$ cat src/rtl/mux_rr_arbiter.sv
// ---------------------------------------------------------------------------
// mux_rr_arbiter
//
// Round-robin arbiter that shares an 8:1 bit-mux among eight requesters.
// One requester owns the mux at a time. A one-cycle break-before-make gap
// separates owners, so the select never changes while an owner is active.
//
// Parameters:
//   MAX_HOLD  maximum tenure in cycles (1..255). It is used only when
//             MUX_RR_ARBITER_HOLD_TIMEOUT_EN is defined.
//
// Optional feature macro:
//   MUX_RR_ARBITER_HOLD_TIMEOUT_EN  bounds each tenure to MAX_HOLD cycles.
//
// Ports:
//   clk    in   1  clock; all state updates on the rising edge
//   rst_n  in   1  synchronous active-low reset
//   req    in   8  level request per requester
//   a      in   8  data bit per requester
//   gnt    out  8  registered one-hot grant; zero when there is no owner
//   s      out  3  registered mux select; current or last owner
//   busy   out  1  registered; high exactly when gnt is nonzero
//   y      out  1  a[s] while busy, else 0 (combinational)
// ---------------------------------------------------------------------------
module mux_rr_arbiter #(
    parameter int unsigned MAX_HOLD = 16
) (
    input  logic       clk,
    input  logic       rst_n,
    input  logic [7:0] req,
    input  logic [7:0] a,
    output logic [7:0] gnt,
    output logic [2:0] s,
    output logic       busy,
    output logic       y
);

    if (MAX_HOLD < 1 || MAX_HOLD > 255) begin : g_bad_max_hold
        $error("mux_rr_arbiter: MAX_HOLD must be in 1..255");
    end

    typedef enum logic [1:0] {
        IDLE  = 2'd0,
        GRANT = 2'd1,
        GAP   = 2'd2
    } state_t;

    state_t     state_q, state_d;
    logic [7:0] gnt_q, gnt_d;
    logic [2:0] s_q, s_d;
    logic       busy_q, busy_d;
    logic [2:0] ptr_q, ptr_d;
    logic [2:0] win;
`ifdef MUX_RR_ARBITER_HOLD_TIMEOUT_EN
    logic [7:0] cnt_q, cnt_d;
`endif

    // First requester found scanning ptr, ptr+1, ... ptr+7 (mod 8).
    // The scan runs from the far end, so the last hit is the closest to ptr.
    function automatic logic [2:0] rr_pick(input logic [7:0] r, input logic [2:0] p);
        logic [2:0] idx;
        rr_pick = p;
        for (int unsigned i = 8; i > 0; i--) begin
            idx = 3'(p + 3'(i - 1));
            if (r[idx]) begin
                rr_pick = idx;
            end
        end
    endfunction

    assign win = rr_pick(req, ptr_q);

    // State register
    always_ff @(posedge clk) begin
        if (!rst_n) begin
            state_q <= IDLE;
            gnt_q   <= '0;
            s_q     <= '0;
            busy_q  <= 1'b0;
            ptr_q   <= '0;
`ifdef MUX_RR_ARBITER_HOLD_TIMEOUT_EN
            cnt_q   <= '0;
`endif
        end else begin
            state_q <= state_d;
            gnt_q   <= gnt_d;
            s_q     <= s_d;
            busy_q  <= busy_d;
            ptr_q   <= ptr_d;
`ifdef MUX_RR_ARBITER_HOLD_TIMEOUT_EN
            cnt_q   <= cnt_d;
`endif
        end
    end

    // Next-state logic
    always_comb begin
        state_d = state_q;
        unique case (state_q)
            IDLE, GAP: begin
                state_d = (|req) ? GRANT : IDLE;
            end
            GRANT: begin
                if (!req[s_q]) begin
                    state_d = GAP;
                end
`ifdef MUX_RR_ARBITER_HOLD_TIMEOUT_EN
                else if (cnt_q == 8'(MAX_HOLD)) begin
                    state_d = GAP;
                end
`endif
            end
            default: state_d = IDLE;
        endcase
    end

    // Output / datapath logic: next values of the registered outputs
    always_comb begin
        gnt_d  = gnt_q;
        s_d    = s_q;
        busy_d = busy_q;
        ptr_d  = ptr_q;
`ifdef MUX_RR_ARBITER_HOLD_TIMEOUT_EN
        cnt_d  = cnt_q;
`endif
        if (state_d == GRANT && state_q != GRANT) begin
            // A new owner takes the mux, and the pointer moves past it.
            gnt_d  = 8'(1) << win;
            s_d    = win;
            busy_d = 1'b1;
            ptr_d  = 3'(win + 3'd1);
`ifdef MUX_RR_ARBITER_HOLD_TIMEOUT_EN
            cnt_d  = 8'd1;
`endif
        end else if (state_d == GRANT) begin
`ifdef MUX_RR_ARBITER_HOLD_TIMEOUT_EN
            cnt_d  = 8'(cnt_q + 8'd1);
`endif
        end else begin
            // GAP or IDLE: release the grant and keep the last select.
            gnt_d  = '0;
            busy_d = 1'b0;
`ifdef MUX_RR_ARBITER_HOLD_TIMEOUT_EN
            cnt_d  = '0;
`endif
        end
    end

    assign gnt  = gnt_q;
    assign s    = s_q;
    assign busy = busy_q;
    assign y    = busy_q ? a[s_q] : 1'b0;

endmodule
$ cat config.mk
export PLATFORM = sky130hd
export DESIGN_NAME = mux_rr_arbiter
export DESIGN_NICKNAME = d
export VERILOG_FILES = /design/src/rtl/mux_rr_arbiter.sv
export SDC_FILE = /design/constraint.sdc
export NUM_CORES = 1
export LEC_CHECK = 0
export BUFFER_PORTS_ARGS = -buffer_cell sky130_fd_sc_hd__buf_2
export CORE_MARGIN = 2
export CORE_UTILIZATION = 56
export DETAILED_ROUTE_END_ITERATION = 10
export GPL_ROUTABILITY_DRIVEN = 0
export GPL_TIMING_DRIVEN = 0
export PLACE_DENSITY = 0.85
export SYNTH_ARGS = -nofsm -noshare
export SYNTH_HDL_FRONTEND = slang
export SYNTH_SLANG_ARGS = --single-unit
$ cat constraint.sdc
create_clock -name clk -period 6 [get_ports clk]
set_clock_uncertainty 0.05 [all_clocks]
set_input_delay 0 -clock clk [delete_from_list [all_inputs] [get_ports clk]]
set_output_delay 0 -clock clk [all_outputs]
set_load 0.01 [all_outputs]
==> results.ini, run 1 <==
[logic_synthesis]
yosysMostFrequentCell=dfxtp_1
ys_async_sr_fraction_pct=0
ys_types=59
syn_area_um2=1720
synth_area_per_cell_um2=9.88
yosysTopAreaCellShare_pct=19.8
synth_flop_cell=dfxtp_1
yosysWarnings=0
synth.yosys.seq_area_share_pct=19.8
synth-edff-count=0
synth_commonest_cells=dfxtp_1, mux4_2, nor2_1
netlist_instances=174
yosys_register_bits=17
synth_area_leader_cell=dfxtp_1
synth_fp_nets=195
synth_area_leaders=dfxtp_1, mux4_2, mux2i_1

[cts]
htreeDepth=1
root_buffer=clkbuf_4
cts_buffer_depth=2
worstSkewPairLatency_ps=290
cts_resized=0
cts_tree=done
post_cts_buffers=0
clk_pin_slew_worst_paths_ps=100
cts_sinks=17
cts_made_buffers=3

[critical_path]
ff2ff_setup_slack_ps=2230
crit_buf_inv=3
slowest_stage=ha_1
worstRegToRegCells=13
crit_family=multiplexers
crit_cells=13
slowest_delay_ps=450
crit_required_ps=6180
path_cells=inv_1 > buf_1 > ha_1 > buf_2 > mux4_2 > mux2i_1 > o31ai_1 > a221o_1 > nor2_1 > nor2_1 > ha_1 > nand2_1 > a21oi_1
worst-setup-path-type=reg -> reg
cp-start-kind=flop
crit_path_end_kind=flop
cp_max_fo=10
cp.arrival_ps=3950

[route]
wire_per_inst_um=17.6
ant_nets=0
vias_per_cell=6.79
drtPass1Iterations=4
post-route-drc-count=0
wl_mm=4.27
drtIter0Drc=92
vias=1643

[timing]
fmax_ghz=0.265
timing.final.crit_share_pct=62.9
setup_viol=0
whs_ps=330
finalCriticalPeriod_ps=3770
hold_viol_final=0
rsz0062_at_grt=false
tns_ps=0
slew_violations=0
fin_ws_ps=2230
slew_headroom_pct=53.4
worst_pin_slew_ps=699

[pwr]
power_leakage_nw=0.801
intPower_uw=550
seqPwrFrac_pct=17.4
combPwrFrac_pct=76.8
power_frac_clock_pct=5.8
power_switching_uw=501
swShare_pct=47.7
power_density_nw_per_um2=540
max-vdd-ir-drop_uv=270

[cells_and_area]
nNetsFinal=231
stdcell_count=242
antenna_cells=0
area_growth_pct=13.3
drive_gt1_share_pct=33.0

[hold_path]
hold_depth=5
hold_path_class=in -> reg

[floorplan]
start_util_pct=57.7
io_pins=31
core_um2=2980
dieArea_um2=3530
fp.dieH_um=59.4
num_rows=20
die_w_um=59.4

[grt]
grt.overflow.total=0
grt_pass1_vias=1569
grtUsageTotal_pct=27.0
grt_pass1_wl_mm=7.25
grt_max_degree=11
antenna_found_initial=0

[placement]
dp_cells=237
io_buffer_count=30
dp_hpwl_mm=3.25
pre_cts_slack_ps=2300

[run]
drv_cap=0

[run_status]
status=complete, no violations

power groups by stage:
stage,clock [mW],sequential [mW],combinational [mW]
5_1_grt,0.0669,0.190,0.881
6_report,0.0608,0.183,0.807
4_1_cts,0.0623,0.183,0.799
3_5_place_dp,0,0.186,0.793
2_1_floorplan,0,0.192,0.620
3_3_place_gp,0,0.185,0.779
registers in the layout, indices dropped and copies added, names as in the netlist:
| register | cells |
|---|---|
| busy | 1 |
| gnt | 8 |
| ptr_q | 3 |
| s | 3 |
| state_q | 2 |
layout by cell type (no fill, tap or decap), drive strengths merged, types with 2 or more instances in the layout:
master,synthesis,routed
a21oi,5,5
a221o,2,2
a22oi,4,4
a31oi,2,2
a32o,7,7
and2,5,5
and3,3,3
buf,5,35
clkbuf,5,8
dfxtp,17,17
ha,3,3
inv,5,5
mux2,11,11
mux2i,9,9
mux4,15,15
nand2,11,11
nand3,2,2
nand4,2,2
nor2,13,13
nor2b,2,2
nor3,4,4
nor4,5,5
o2111ai,2,2
o21a,2,2
o21ai,5,5
o21bai,2,2
or2,2,2
or3,2,2
xor2,2,2
per-stage QoR:
step	power (mW)	area (um^2)	util, %
final	1.05	1950	65.4
after global routing	1.14	1950	65.4
after CTS	1.04	1950	65.4
after detailed placement	0.980	1910	64.2
after global placement	0.964	1910	64.2
after floorplan	0.813	1720	-
cells by family after synthesis:
family	synth area share (%)
AO/OA/AOI/OAI	23.0
XOR/XNOR	1.46
adder cells (fa/ha/maj)	2.18
buffers and inverters	4.08
flip-flops	19.8
multiplexers	32.8
AND/OR/NAND/NOR	16.7
per-layer routing:
layer  vias up  part of all wire, %  wire (um)  global-route usage (%)
li1        780                    -          -                       -
met3         6                  4.6        195                    1.09
met1       814                   43       1820                    36.8
met4         0                  1.0         44                    9.42
met5         -                    0          0                       0
met2        43                   52       2210                    45.7
worst min-delay path: stages:
cell	delay, ps
buf_2	150
nor4_1	80
a21o_1	250
nand2_1	90
a21oi_1	60
what timing repair did:
| item | in CTS | in global routing |
|---|---|---|
| hold endpoints to repair | 2 | 0 |
| setup endpoints to repair | 0 | 0 |
| hold buffers | 1 | 0 |
path summary, 6_finish.rpt:
path               to     start
min          ptr_q[2]    req[3]
max reg2reg  ptr_q[2]  ptr_q[1]
min reg2reg    gnt[6]    gnt[6]
max          ptr_q[2]  ptr_q[1]
area by class of cell:
class | instances | area [um^2]
multi-input combinational | 142 | 1310
buffer | 10 | 51.3
fill | 248 | 1030
sequential | 17 | 340
tap | 33 | 41.3
clock inverter | 1 | 5.00
clock buffer | 3 | 22.5
inverter | 5 | 18.8
timing repair buffer | 31 | 160
Note: power is estimated with default switching activity, not from simulation.
==> run 2, diff against run 1 <==
--- a/config.mk
+++ b/config.mk
@@ -7,11 +7,11 @@
 export LEC_CHECK = 0
 export BUFFER_PORTS_ARGS = -buffer_cell sky130_fd_sc_hd__buf_2
 export CORE_MARGIN = 2
-export CORE_UTILIZATION = 56
+export CORE_UTILIZATION = 51
 export DETAILED_ROUTE_END_ITERATION = 10
 export GPL_ROUTABILITY_DRIVEN = 0
 export GPL_TIMING_DRIVEN = 0
-export PLACE_DENSITY = 0.85
+export PLACE_DENSITY = 0.82
 export SYNTH_ARGS = -nofsm -noshare
 export SYNTH_HDL_FRONTEND = slang
 export SYNTH_SLANG_ARGS = --single-unit
==> constraint.sdc (replaced) <==
create_clock -name clk -period 3.3 [get_ports clk]
set_clock_uncertainty 0.05 [all_clocks]
set_input_delay 0 -clock clk [delete_from_list [all_inputs] [get_ports clk]]
set_output_delay 0 -clock clk [all_outputs]
set_load 0.01 [all_outputs]
==> run 2 against run 1 <==
Effect of this change:
- cell area up 6.0%
- highest routed layer unchanged
- clock-buffer cell count unchanged
- critical path type unchanged
- sequential cell count unchanged
- core utilization down 2.5 points
- non-clock buffer count up 1
- die area up 9.1%
==> results.ini, run 2 (synthesized netlist as in run 1, its figures left out) <==
[run_status]
status=complete, no violations

[cells_and_area]
final_util_pct=62.9  ; -2.5 points
area_growth_pct=20.2
nNetsFinal=232  ; +0.43%
final_cell_mix=buf_2, mux4_2, dfxtp_1
layout_commonest_cell=buf_2
final_cell_area_um2=2070  ; +6.0%
largest_register_ffs=8  ; unchanged
antenna_cells=0  ; unchanged
stdcell_count=256  ; +5.8%
drive_gt1_share_pct=39.0  ; +6.0 points

[critical_path]
crit_cells=10  ; -3
cp.arrival_ps=3340  ; -610 ps
crit_family=simple AND/OR/NAND/NOR gates
worst-setup-path-type=reg -> reg
crit_path_end_kind=flop
path_cells=buf_12 > inv_2 > ha_4 > mux2_2 > mux4_2 > mux2i_1 > or3_1 > and3_1 > or4b_1 > nand4_1
endpoint=ptr_q[1]
crit_buf_inv=2  ; -1
worstReg2RegStart=ptr_q[0]
crit_start=ptr_q[0]
slowest_stage=mux4_2
ff2ff_setup_slack_ps=150  ; -2080 ps
slowest_delay_ps=540  ; +90 ps
reg2reg_to=ptr_q[1]
cp-start-kind=flop
worstRegToRegCells=10  ; -3
cp_max_fo=10  ; unchanged
crit_required_ps=3490  ; -2690 ps

[cts]
cts_tree=done
cts_sinks=17  ; unchanged
root_buffer=clkbuf_4
worstSkewPairLatency_ps=300  ; about the same
cts_buffer_depth=2  ; unchanged
cts_made_buffers=3  ; unchanged
htreeDepth=1  ; unchanged
clk_pin_slew_worst_paths_ps=100  ; about the same

[timing]
slew_violations=0  ; unchanged
fmax_ghz=0.317  ; +20%
tns_ps=0  ; unchanged
slew_headroom_pct=51.9  ; -1.6 points
fin_ws_ps=148  ; -2080 ps
finalCriticalPeriod_ps=3150  ; -621 ps
worst_pin_slew_ps=722  ; +23.5 ps
timing.final.crit_share_pct=95.5  ; +33 points
rsz0062_at_grt=false
whs_ps=328  ; -2.11 ps
setup_viol=0  ; unchanged
hold_viol_final=0  ; unchanged

[pwr]
power_switching_uw=993  ; +98%
power_leakage_nw=0.811  ; +1.3%
power_density_nw_per_um2=1030  ; +90%
intPower_mw=1.13  ; +110%
seqPwrFrac_pct=16.2  ; -1.2 points
power_mw=2.12  ; +100%
swShare_pct=46.8  ; -0.85 points
combPwrFrac_pct=78.4  ; +1.6 points
power_frac_clock_pct=5.4  ; -0.4 points
max-vdd-ir-drop_uv=647  ; +140%

[floorplan]
io_pins=31  ; unchanged
num_rows=21  ; +5.0%
start_util_pct=52.3  ; -5.4 points
fp.dieH_um=62.1  ; +4.5%
die_w_um=62.1  ; +4.5%
dieArea_um2=3850  ; +9.1%
core_um2=3280  ; +10%

[placement]
dpl_cell_area_um2=1930  ; +0.85%
dp_cells=250  ; +5.5%
dp_hpwl_mm=3.43  ; +5.7%
pre_cts_slack_ps=-469  ; -2760 ps
io_buffer_count=30  ; unchanged

[grt]
grt.overflow.total=0  ; unchanged
grtUsageTotal_pct=27.5  ; +0.50 points
grt_pass1_wl_mm=7.81  ; +7.7%
antenna_found_initial=0  ; unchanged
grt_max_degree=14  ; +3
grt_pass1_vias=1636  ; +4.3%

[hold_path]
hold_path_class=in -> reg
hold_start=req[1]

[route]
ant_nets=0  ; unchanged
vias=1676  ; +2.0%
drtIter0Drc=100  ; +8.7%
drtPass1Iterations=4  ; unchanged
wire_per_inst_um=17.9  ; +1.6%
post-route-drc-count=0  ; unchanged
vias_per_cell=6.55  ; -3.6%
wl_mm=4.59  ; +7.5%

[run]
drv_cap=0  ; unchanged

run 2: cell count changes in the layout (fill, tap and decap cells not counted), sizes merged:
cell,previous run,this run
buf,35,36
clkinvlp,0,1
inv,5,4
run 2: what timing repair did:
action | CTS | global route
buffers inserted | 1 | 1
endpoints found under the hold margin | 3 | 0
resized for setup | 7 | 13
hold buffers | 1 | 0
endpoints found under the setup margin | 14 | 12
pin swaps | 0 | 3
run 2: worst min-delay path by stage:
stage               endpoint  slack, ps  cells past startpoint
floorplan             gnt[7]        120                      2
global placement      gnt[7]        260                      3
detailed placement    gnt[7]        260                      3
CTS                 ptr_q[2]        310                      5
global route        ptr_q[2]        380                      5
finish              ptr_q[2]        330                      5
run 2: power groups by stage:
stage	logic, mW	registers, mW	clock network (mW)
finish	1.66	0.343	0.114
global route	1.81	0.355	0.125
CTS	1.52	0.338	0.117
detailed placement	1.46	0.340	0
global placement	1.42	0.337	0
floorplan	1.13	0.349	0
run 2: final cells by class:
class,count,area (um^2)
Multi-Input combinational cell,142,1380
Fill cell,251,1220
Sequential cell,17,345
Timing Repair Buffer,33,175
Buffer,9,58.8
Tap cell,46,57.6
Clock buffer,3,22.5
Inverter,5,22.5
Clock inverter,1,5.00
run 2: metal layers:
layer	GRT usage, %	vias up	wire length [um]
li1	-	778	-
met1	36.3	787	1800
met2	45.8	97	2330
met3	3.31	14	326
met4	10.6	0	129
met5	0	-	0
run 2: tightest hold or removal path, stage by stage:
cell and delay (ps):
buf_2 170, nor4_1 80, a21o_1 230, nand2_1 110, a21oi_2 50
